`src/rtl/interrupt_controller.sv`:
```
// Vectored N-channel interrupt controller: synchronised request pins,
// fixed priority, nesting via in-service bits and a saved-IE stack.
module interrupt_controller #(
  parameter int NUM_INT = 2,
  parameter int ADDR_WIDTH = 16,
  parameter logic [ADDR_WIDTH-1:0] VECTOR_BASE = ADDR_WIDTH'(4),
  parameter int VECTOR_STRIDE = 4,
  parameter logic [NUM_INT-1:0] NMI_MASK = NUM_INT'(1),
  parameter logic [NUM_INT-1:0] EDGE_MASK = {NUM_INT{1'b1}},
  parameter int SYNC_STAGES = 2,
  localparam int IDW = (NUM_INT > 1) ? $clog2(NUM_INT) : 1
) (
  input  logic                  CLK,
  input  logic                  RESET,
  input  logic [NUM_INT-1:0]    INT_IN,
  input  logic                  EI,
  input  logic                  DI,
  input  logic                  RETI,
  input  logic                  MASK_WE,
  input  logic [NUM_INT-1:0]    MASK_DIN,
  input  logic                  INT_ACK,
  output logic                  INT_REQ,
  output logic [ADDR_WIDTH-1:0] INT_VECTOR,
  output logic [IDW-1:0]        INT_ID,
  output logic                  IE,
  output logic [NUM_INT-1:0]    PENDING,
  output logic [NUM_INT-1:0]    IN_SERVICE
);

  localparam int SPW = $clog2(NUM_INT + 1);

  typedef enum logic {
    S_IDLE,
    S_REQ
  } state_t;

  logic [NUM_INT-1:0] sync_q [SYNC_STAGES];
  logic [NUM_INT-1:0] sync_d [SYNC_STAGES];
  logic [NUM_INT-1:0] prev_q, prev_d;
  logic [NUM_INT-1:0] pending_q, pending_d;
  logic [NUM_INT-1:0] mask_q, mask_d;
  logic [NUM_INT-1:0] in_service_q, in_service_d;
  logic [NUM_INT-1:0] stk_q, stk_d;
  logic [SPW-1:0]     sp_q, sp_d;
  logic               ie_q, ie_d;
  state_t             state_q, state_d;
  logic [IDW-1:0]     id_q, id_d;

  logic [NUM_INT-1:0]    synced;
  logic [NUM_INT-1:0]    rise;
  logic [NUM_INT-1:0]    elig;
  logic [IDW-1:0]        sel;
  logic                  int_req;
  logic                  ack_take;
  logic [NUM_INT-1:0]    ack_oh;
  logic                  ie_pop;
  logic [ADDR_WIDTH-1:0] vec;

  function automatic logic [NUM_INT-1:0] upto(input int i);
    upto = '0;
    for (int j = 0; j < NUM_INT; j++) begin
      if (j <= i) upto[j] = 1'b1;
    end
  endfunction

  always_comb begin
    sync_d[0] = INT_IN;
    for (int k = 1; k < SYNC_STAGES; k++) begin
      sync_d[k] = sync_q[k-1];
    end
  end

  assign synced = sync_q[SYNC_STAGES-1];
  assign prev_d = synced;
  assign rise   = synced & ~prev_q;
  assign mask_d = MASK_WE ? MASK_DIN : mask_q;

  // A channel is blocked while it or any higher-priority one is in service
  always_comb begin
    elig = '0;
    sel  = '0;
    for (int i = 0; i < NUM_INT; i++) begin
      elig[i] = pending_q[i]
              & (NMI_MASK[i] | (ie_q & ~mask_q[i]))
              & ~|(in_service_q & upto(i));
    end
    for (int i = NUM_INT - 1; i >= 0; i--) begin
      if (elig[i]) sel = IDW'(i);
    end
  end

  always_ff @(posedge CLK) begin
    if (RESET) begin
      state_q <= S_IDLE;
      id_q    <= '0;
    end else begin
      state_q <= state_d;
      id_q    <= id_d;
    end
  end

  always_comb begin
    state_d = state_q;
    id_d    = id_q;
    case (state_q)
      S_IDLE: begin
        if (|elig) begin
          state_d = S_REQ;
          id_d    = sel;
        end
      end
      S_REQ: begin
        if (INT_ACK || !elig[id_q]) state_d = S_IDLE;
      end
      default: state_d = S_IDLE;
    endcase
  end

  always_comb begin
    int_req    = (state_q == S_REQ);
    ack_take   = int_req & INT_ACK;
    ack_oh     = ack_take ? (NUM_INT'(1) << id_q) : '0;
    vec        = VECTOR_BASE
               + ADDR_WIDTH'(id_q) * ADDR_WIDTH'(VECTOR_STRIDE);
    INT_REQ    = int_req;
    INT_VECTOR = int_req ? vec : '0;
    INT_ID     = int_req ? id_q : '0;
  end

  // RETI pops before ACK pushes, so both in one cycle net out
  always_comb begin
    stk_d        = stk_q;
    sp_d         = sp_q;
    in_service_d = in_service_q;
    ie_pop       = ie_q;
    ie_d         = ie_q;
    if (RETI && |in_service_q) begin
      ie_pop       = stk_q[sp_q - SPW'(1)];
      sp_d         = sp_q - SPW'(1);
      in_service_d = in_service_q
                   & ~(in_service_q & (~in_service_q + NUM_INT'(1)));
    end
    if (ack_take) begin
      stk_d[sp_d]  = ie_pop;
      sp_d         = sp_d + SPW'(1);
      ie_d         = 1'b0;
      in_service_d = in_service_d | ack_oh;
    end else if (DI) begin
      ie_d = 1'b0;
    end else if (EI) begin
      ie_d = 1'b1;
    end else begin
      ie_d = ie_pop;
    end
  end

  always_comb begin
    pending_d = '0;
    for (int i = 0; i < NUM_INT; i++) begin
      pending_d[i] = EDGE_MASK[i]
                   ? ((pending_q[i] & ~ack_oh[i]) | rise[i])
                   : synced[i];
    end
  end

  always_ff @(posedge CLK) begin
    if (RESET) begin
      for (int k = 0; k < SYNC_STAGES; k++) sync_q[k] <= '0;
      prev_q       <= '0;
      pending_q    <= '0;
      mask_q       <= '0;
      in_service_q <= '0;
      stk_q        <= '0;
      sp_q         <= '0;
      ie_q         <= 1'b0;
    end else begin
      for (int k = 0; k < SYNC_STAGES; k++) sync_q[k] <= sync_d[k];
      prev_q       <= prev_d;
      pending_q    <= pending_d;
      mask_q       <= mask_d;
      in_service_q <= in_service_d;
      stk_q        <= stk_d;
      sp_q         <= sp_d;
      ie_q         <= ie_d;
    end
  end

  assign IE         = ie_q;
  assign PENDING    = pending_q;
  assign IN_SERVICE = in_service_q;

endmodule

```
`config.mk`:
```
export PLATFORM = sky130hd
export DESIGN_NAME = interrupt_controller
export DESIGN_NICKNAME = d
export VERILOG_FILES = /design/src/rtl/interrupt_controller.sv
export SDC_FILE = /design/constraint.sdc
export NUM_CORES = 1
export LEC_CHECK = 0
export CAP_MARGIN = 20
export CELL_PAD_IN_SITES_DETAIL_PLACEMENT = 1
export CELL_PAD_IN_SITES_GLOBAL_PLACEMENT = 2
export CORE_ASPECT_RATIO = 0.5
export CORE_UTILIZATION = 26
export DETAILED_ROUTE_END_ITERATION = 8
export GPL_ROUTABILITY_DRIVEN = 0
export PLACE_DENSITY = 0.9
export SLEW_MARGIN = 20
export SYNTH_ARGS = -nofsm -noshare
export SYNTH_HDL_FRONTEND = slang
export SYNTH_SLANG_ARGS = --single-unit
```
`constraint.sdc`:
```
create_clock -name CLK -period 3.2 [get_ports CLK]
set_input_delay 0.64 -clock CLK [delete_from_list [all_inputs] [get_ports CLK]]
set_output_delay 0.64 -clock CLK [all_outputs]
set_load 0.005 [all_outputs]
```
# Word-level counts from Yosys, hierarchy flattened
# Memories as Yosys holds them, arrays and structs flattened.
# Index checks and enable logic that the tools add are counted.
[totals]
register_bits = 15
ram_bits = 4
inputBits = 11
output_inout_bits = 23
elab_cells = 77
n_memories = 1
[mem_list]
columns = ["name", "words", "word_bits", "rd", "rd_ports_with_merged_regs", "write_ports", "line", "text"]
rows = [
  ["sync_q", 2, 2, 2, 0, 2, "37", "logic [NUM_INT-1:0] sync_q [SYNC_STAGES];"],
]
[classes]
addsub = 4
magnitude_cmp = 4
shifts = 1
muxes = 26
bitwise = 22
n_reduce_logical = 10
[op_table]
columns = ["op", "count"]
rows = [
  ["$mux 1", 15],
  ["$mux 2", 7],
  ["$and 1x1->1", 7],
  ["$and 2x2->2", 3],
  ["$not 2->2", 3],
  ["$add 2x1->2 const B", 2],
  ["$add 3x3->4 const A", 1],
  ["$lt 2x2->1 const B", 2],
  ["$mux 4", 1],
  ["$not 1->1", 4],
  ["$or 1x1->1", 4],
  ["$reduce_or 2->1", 2],
  ["$logic_not 1->1", 3],
  ["$reduce_or 3->1", 1],
  ["$bwmux 2", 1],
  ["$ge 2x1->1 const B", 1],
  ["$logic_and 1x1->1", 2],
  ["$lt 1x2->1 const B", 1],
  ["$or 2x2->2", 1],
  ["$pmux 1 s2", 1],
  ["$reduce_and 2->1", 1],
  ["$shl 1x1->2 const A", 1],
  ["$sub 2x1->2 const B", 1],
  ["$demux 1 s1", 1],
  ["$logic_or 1x1->1", 1],
]

# Depth between registers and ports, before layout
[depth]
ltp_word = 10
depth_mapped = 7

# Least setup slack after synthesis
# Ideal clock, no wire load.
[synth_path]
path_type = "register to output"
from = "reg state_q, in the netlist INT_REQ"
to = "out INT_VECTOR[3]"
t_arrival_ns = 0.924
setup_slack_ns = 1.636
stages_incl_launch_ff = 4
n_path_buf = 2
cell_sequence = "dfxtp_1 > clkbuf_1 > and2_1 > buf_4"
[synth_between]
elab_chain_len = 1
[synth_rtl]
columns = ["item", "line", "text"]
rows = [
  ["start: declaration", "46", "state_t state_q, state_d;"],
  ["start signal: assignment", "97", "state_q <= state_d;"],
  ["$mux 4", "126", "INT_VECTOR = int_req ? vec : '0;"],
  ["end: declaration", "23", "output logic [ADDR_WIDTH-1:0] INT_VECTOR,"],
]
# Every way passes these cells.

# Worst setup path in the final report
[layout_path]
from = "reg state_q, in the netlist INT_REQ"
to = "out INT_ID"
[layout_between]
elab_chain_len = 1
[layout_rtl]
columns = ["item", "line", "text"]
rows = [
  ["$mux 1", "127", "INT_ID = int_req ? id_q : '0;"],
  ["end: declaration", "24", "output logic [IDW-1:0] INT_ID,"],
]
# Every way passes these cells.

==> insert_results.sql <==
INSERT INTO impl_metrics (metric_group, metric, value, unit) VALUES
('status', 'status', 'finished, final reports clean', ''),
('worst_setup_path', 'r2r-end', 'sp_q[1]', ''),
('worst_setup_path', 'regToRegStartpoint', 'IN_SERVICE[0]', ''),
('pwr', 'power_density', '436', 'nW/um^2'),
('clock_network', 'post_cts_hold_buffer_count', '0', ''),
('global_route', 'first_pass_grt_wire_length', '2640', 'microns'),
('clock_network', 'worst_setup_hold_path_clk_slew', '0.07', 'ns'),
('timing', 'maxClockFrequency', '0.453', 'GHz'),
('worst_setup_path', 'timing_worst_setup_path_type', 'reg2out', ''),
('clock_network', 'cts_htree_levels', '1', ''),
('worst_hold_path', 'worstHoldPathCells', '1', ''),
('floorplanning', 'core_area', '3100', 'sq um'),
('route', 'drc_errors', '0', ''),
('floorplanning', 'die_area', '3600', 'sq um'),
('timing', 'finalSetupTns', '0', 'ns'),
('global_route', 'groute.usage.overall', '9.74', '%'),
('floorplanning', 'design.portCount', '34', ''),
('timing', 'max_slew_margin', '61.8', '%'),
('worst_setup_path', 'critical_path.startpoint_type', 'register', ''),
('timing', 'grt_setup_unrepaired', 'no', ''),
('yosys', 'syn-mean-instance-area', '9.48', 'sq um'),
('yosys', 'post_synth_num_cell_types', '29', ''),
('timing', 'timing.clock.skew', '0.00114', 'ns'),
('timing', 'worst_pin_slew', '0.572', 'ns'),
('timing', 'clock_period_minus_final_worst_setup_slack', '2.21', 'ns'),
('worst_setup_path', 'worstPathArrival', '1.57', 'ns'),
('pwr', 'p_total', '0.475', 'mW'),
('yosys', 'post_synth_main_area_contributors', 'sky130_fd_sc_hd__dfxtp_1, sky130_fd_sc_hd__buf_4, sky130_fd_sc_hd__nor2b_1', ''),
('cells_and_area', 'multi_input_comb_area', '433', 'sq um'),
('global_route', 'grt-ovfl-total', '0', ''),
('yosys', 'synth_seq_cells', '18', ''),
('clock_network', 'cts_tree', 'built', ''),
('pwr', 'irDropWorstVdd', '0.000235', 'V'),
('worst_setup_path', 'crit_path_top_delay_cell', 'sky130_fd_sc_hd__dfxtp_1', ''),
('cells_and_area', 'sequential_cell_area', '360', 'sq um'),
('worst_setup_path', 'worstPathMaxFanout', '12', ''),
('worst_setup_path', 'worst-r2r-setup-slack', '1.64', 'ns'),
('worst_setup_path', 'worstPathCellList', 'and2_1 -> clkdlybuf4s50_1', ''),
('cells_and_area', 'fin_nets', '123', ''),
('route', 'drt_pre_antenna_iters', '2', ''),
('yosys', 'synthDominantCellAreaShare', '41.3', '%'),
('yosys', 'count_leader_synth', 'sky130_fd_sc_hd__dfxtp_1', ''),
('route', 'drt-vias-per-instance', '4.22', ''),
('flow_run', 'cap_viol_max_count', '0', ''),
('cells_and_area', 'finalNonFillerCells', '150', ''),
('clock_network', 'cts_made_buffers', '3', ''),
('timing', 'setup_viol', '0', ''),
('clock_network', 'insertion_delay', '0.25', 'ns'),
('worst_hold_path', 'worst_hold_startpoint', 'sync_q[0][1]', ''),
('floorplanning', 'die_x', '83.9', 'microns'),
('worst_hold_path', 'min_delay_worst_endpoint', 'sync_q[0][3]', ''),
('route', 'final_antenna_net_count', '0', ''),
('yosys', 'synthesis.instances', '92', ''),
('yosys', 'synth-main-ff-cell', 'sky130_fd_sc_hd__dfxtp_1', ''),
('clock_network', 'numClockSinks', '18', ''),
('yosys', 'synth_warnings', '0', ''),
('worst_setup_path', 'required_time_worst_endpoint', '2.56', 'ns'),
('floorplanning', 'start_util', '28.1', '%'),
('global_route', 'grt_start_max_net_pins', '16', ''),
('cells_and_area', 'utilization', '35.1', '%'),
('timing', 'min_period_over_period', '69.0', '%'),
('worst_setup_path', 'critical-path-top-delay-family', 'flip-flops', ''),
('placement', 'dpl.cell_count', '146', ''),
('cells_and_area', 'area.growth.synth_to_final', '25.0', '%'),
('yosys', 'synth-seq-area-share', '41.3', '%'),
('cells_and_area', 'layout-drive-gt1-share', '10.9', '%'),
('yosys', 'synthArstFlopShare', '0', '%'),
('clock_network', 'clock_path_buffers', '2', ''),
('worst_setup_path', 'buffers_and_inverters_on_the_worst_path', '1', ''),
('global_route', 'grt_antenna_before_repair', '0', ''),
('cells_and_area', 'fillCellCount', '367', '');
-- metal layers --
layer | vias up | share of wire, % | GRT usage, %
met1 | 299 | 48 | 12.2
met2 | 22 | 46 | 15.7
met3 | 2 | 4.6 | 1.75
met4 | 0 | 1.2 | 6.21
li1 | 310 | - | -
met5 | - | 0 | 0
-- layout by cell type (no fill, tap or decap), types with 2 or more instances in the layout --
cell and count:
sky130_fd_sc_hd__nor2_1 13, sky130_fd_sc_hd__a21oi_1 4, sky130_fd_sc_hd__mux2i_1 4, sky130_fd_sc_hd__nand4b_1 2, sky130_fd_sc_hd__dfxtp_1 18, sky130_fd_sc_hd__clkdlybuf4s50_1 18, sky130_fd_sc_hd__xnor2_1 2, sky130_fd_sc_hd__nand2b_1 2
sky130_fd_sc_hd__clkbuf_8 4, sky130_fd_sc_hd__conb_1 14, sky130_fd_sc_hd__nand2_1 2, sky130_fd_sc_hd__nor2b_1 8, sky130_fd_sc_hd__nand3_1 2
-- kinds of logic (layout without fill, tap and decap cells) --
group | count (synthesis) | count (layout) | share of synthesized area [%]
xor gates and xnor gates | 3 | 3 | 3.01
and+or+nand+nor | 31 | 31 | 18.8
buffers and inverters | 19 | 24 | 14.6
other | 1 | 14 | 0.430
muxes | 7 | 7 | 8.89
AOI/OAI and AO/OA | 12 | 12 | 11.5
adders and majority gates | 1 | 1 | 1.43
DFF | 18 | 18 | 41.3
-- layout make-up --
cell class	count	area share, %
flip-flops and latches	18	33.1
well taps	40	4.59
multi-input cells	68	39.7
clock buffers	4	5.05
repair buffers	19	17.2
inverters	1	0.344
-- where the power goes --
part / internal [mW] / switching, mW
Clock: 0.109 / 0.0729
Combinational: 0.0290 / 0.0233
Sequential: 0.232 / 0.00775
-- metrics by stage --
step	cell area (sq um)	setup slack, ns	hold slack [ns]
3_5_place_dp	1030	1.00	0.442
6_report	1090	0.993	0.451
4_1_cts	1090	0.998	0.457
5_1_grt	1090	0.906	0.470
2_1_floorplan	921	1.64	0.414
3_3_place_gp	1030	1.03	0.417
-- how the worst max path moves through the flow --
stage / start / to / slack (ns) / cells past startpoint
finish: INT_REQ / INT_ID / 0.99 / 2
CTS: INT_REQ / INT_ID / 1.0 / 2
detailed placement: RETI / stk_q[0] / 1.00 / 8
global route: INT_REQ / INT_ID / 0.91 / 2
global placement: RETI / stk_q[0] / 1.03 / 8
floorplan: INT_REQ / INT_VECTOR[3] / 1.64 / 3
-- state kept, by name, indices dropped and copies added, names as in the netlist, 2 cells and up --
signal,count
IN_SERVICE,2
PENDING,2
prev_q,2
sp_q,2
stk_q,2
sync_q,4
No activity file was read; power rests on OpenSTA's default activity.
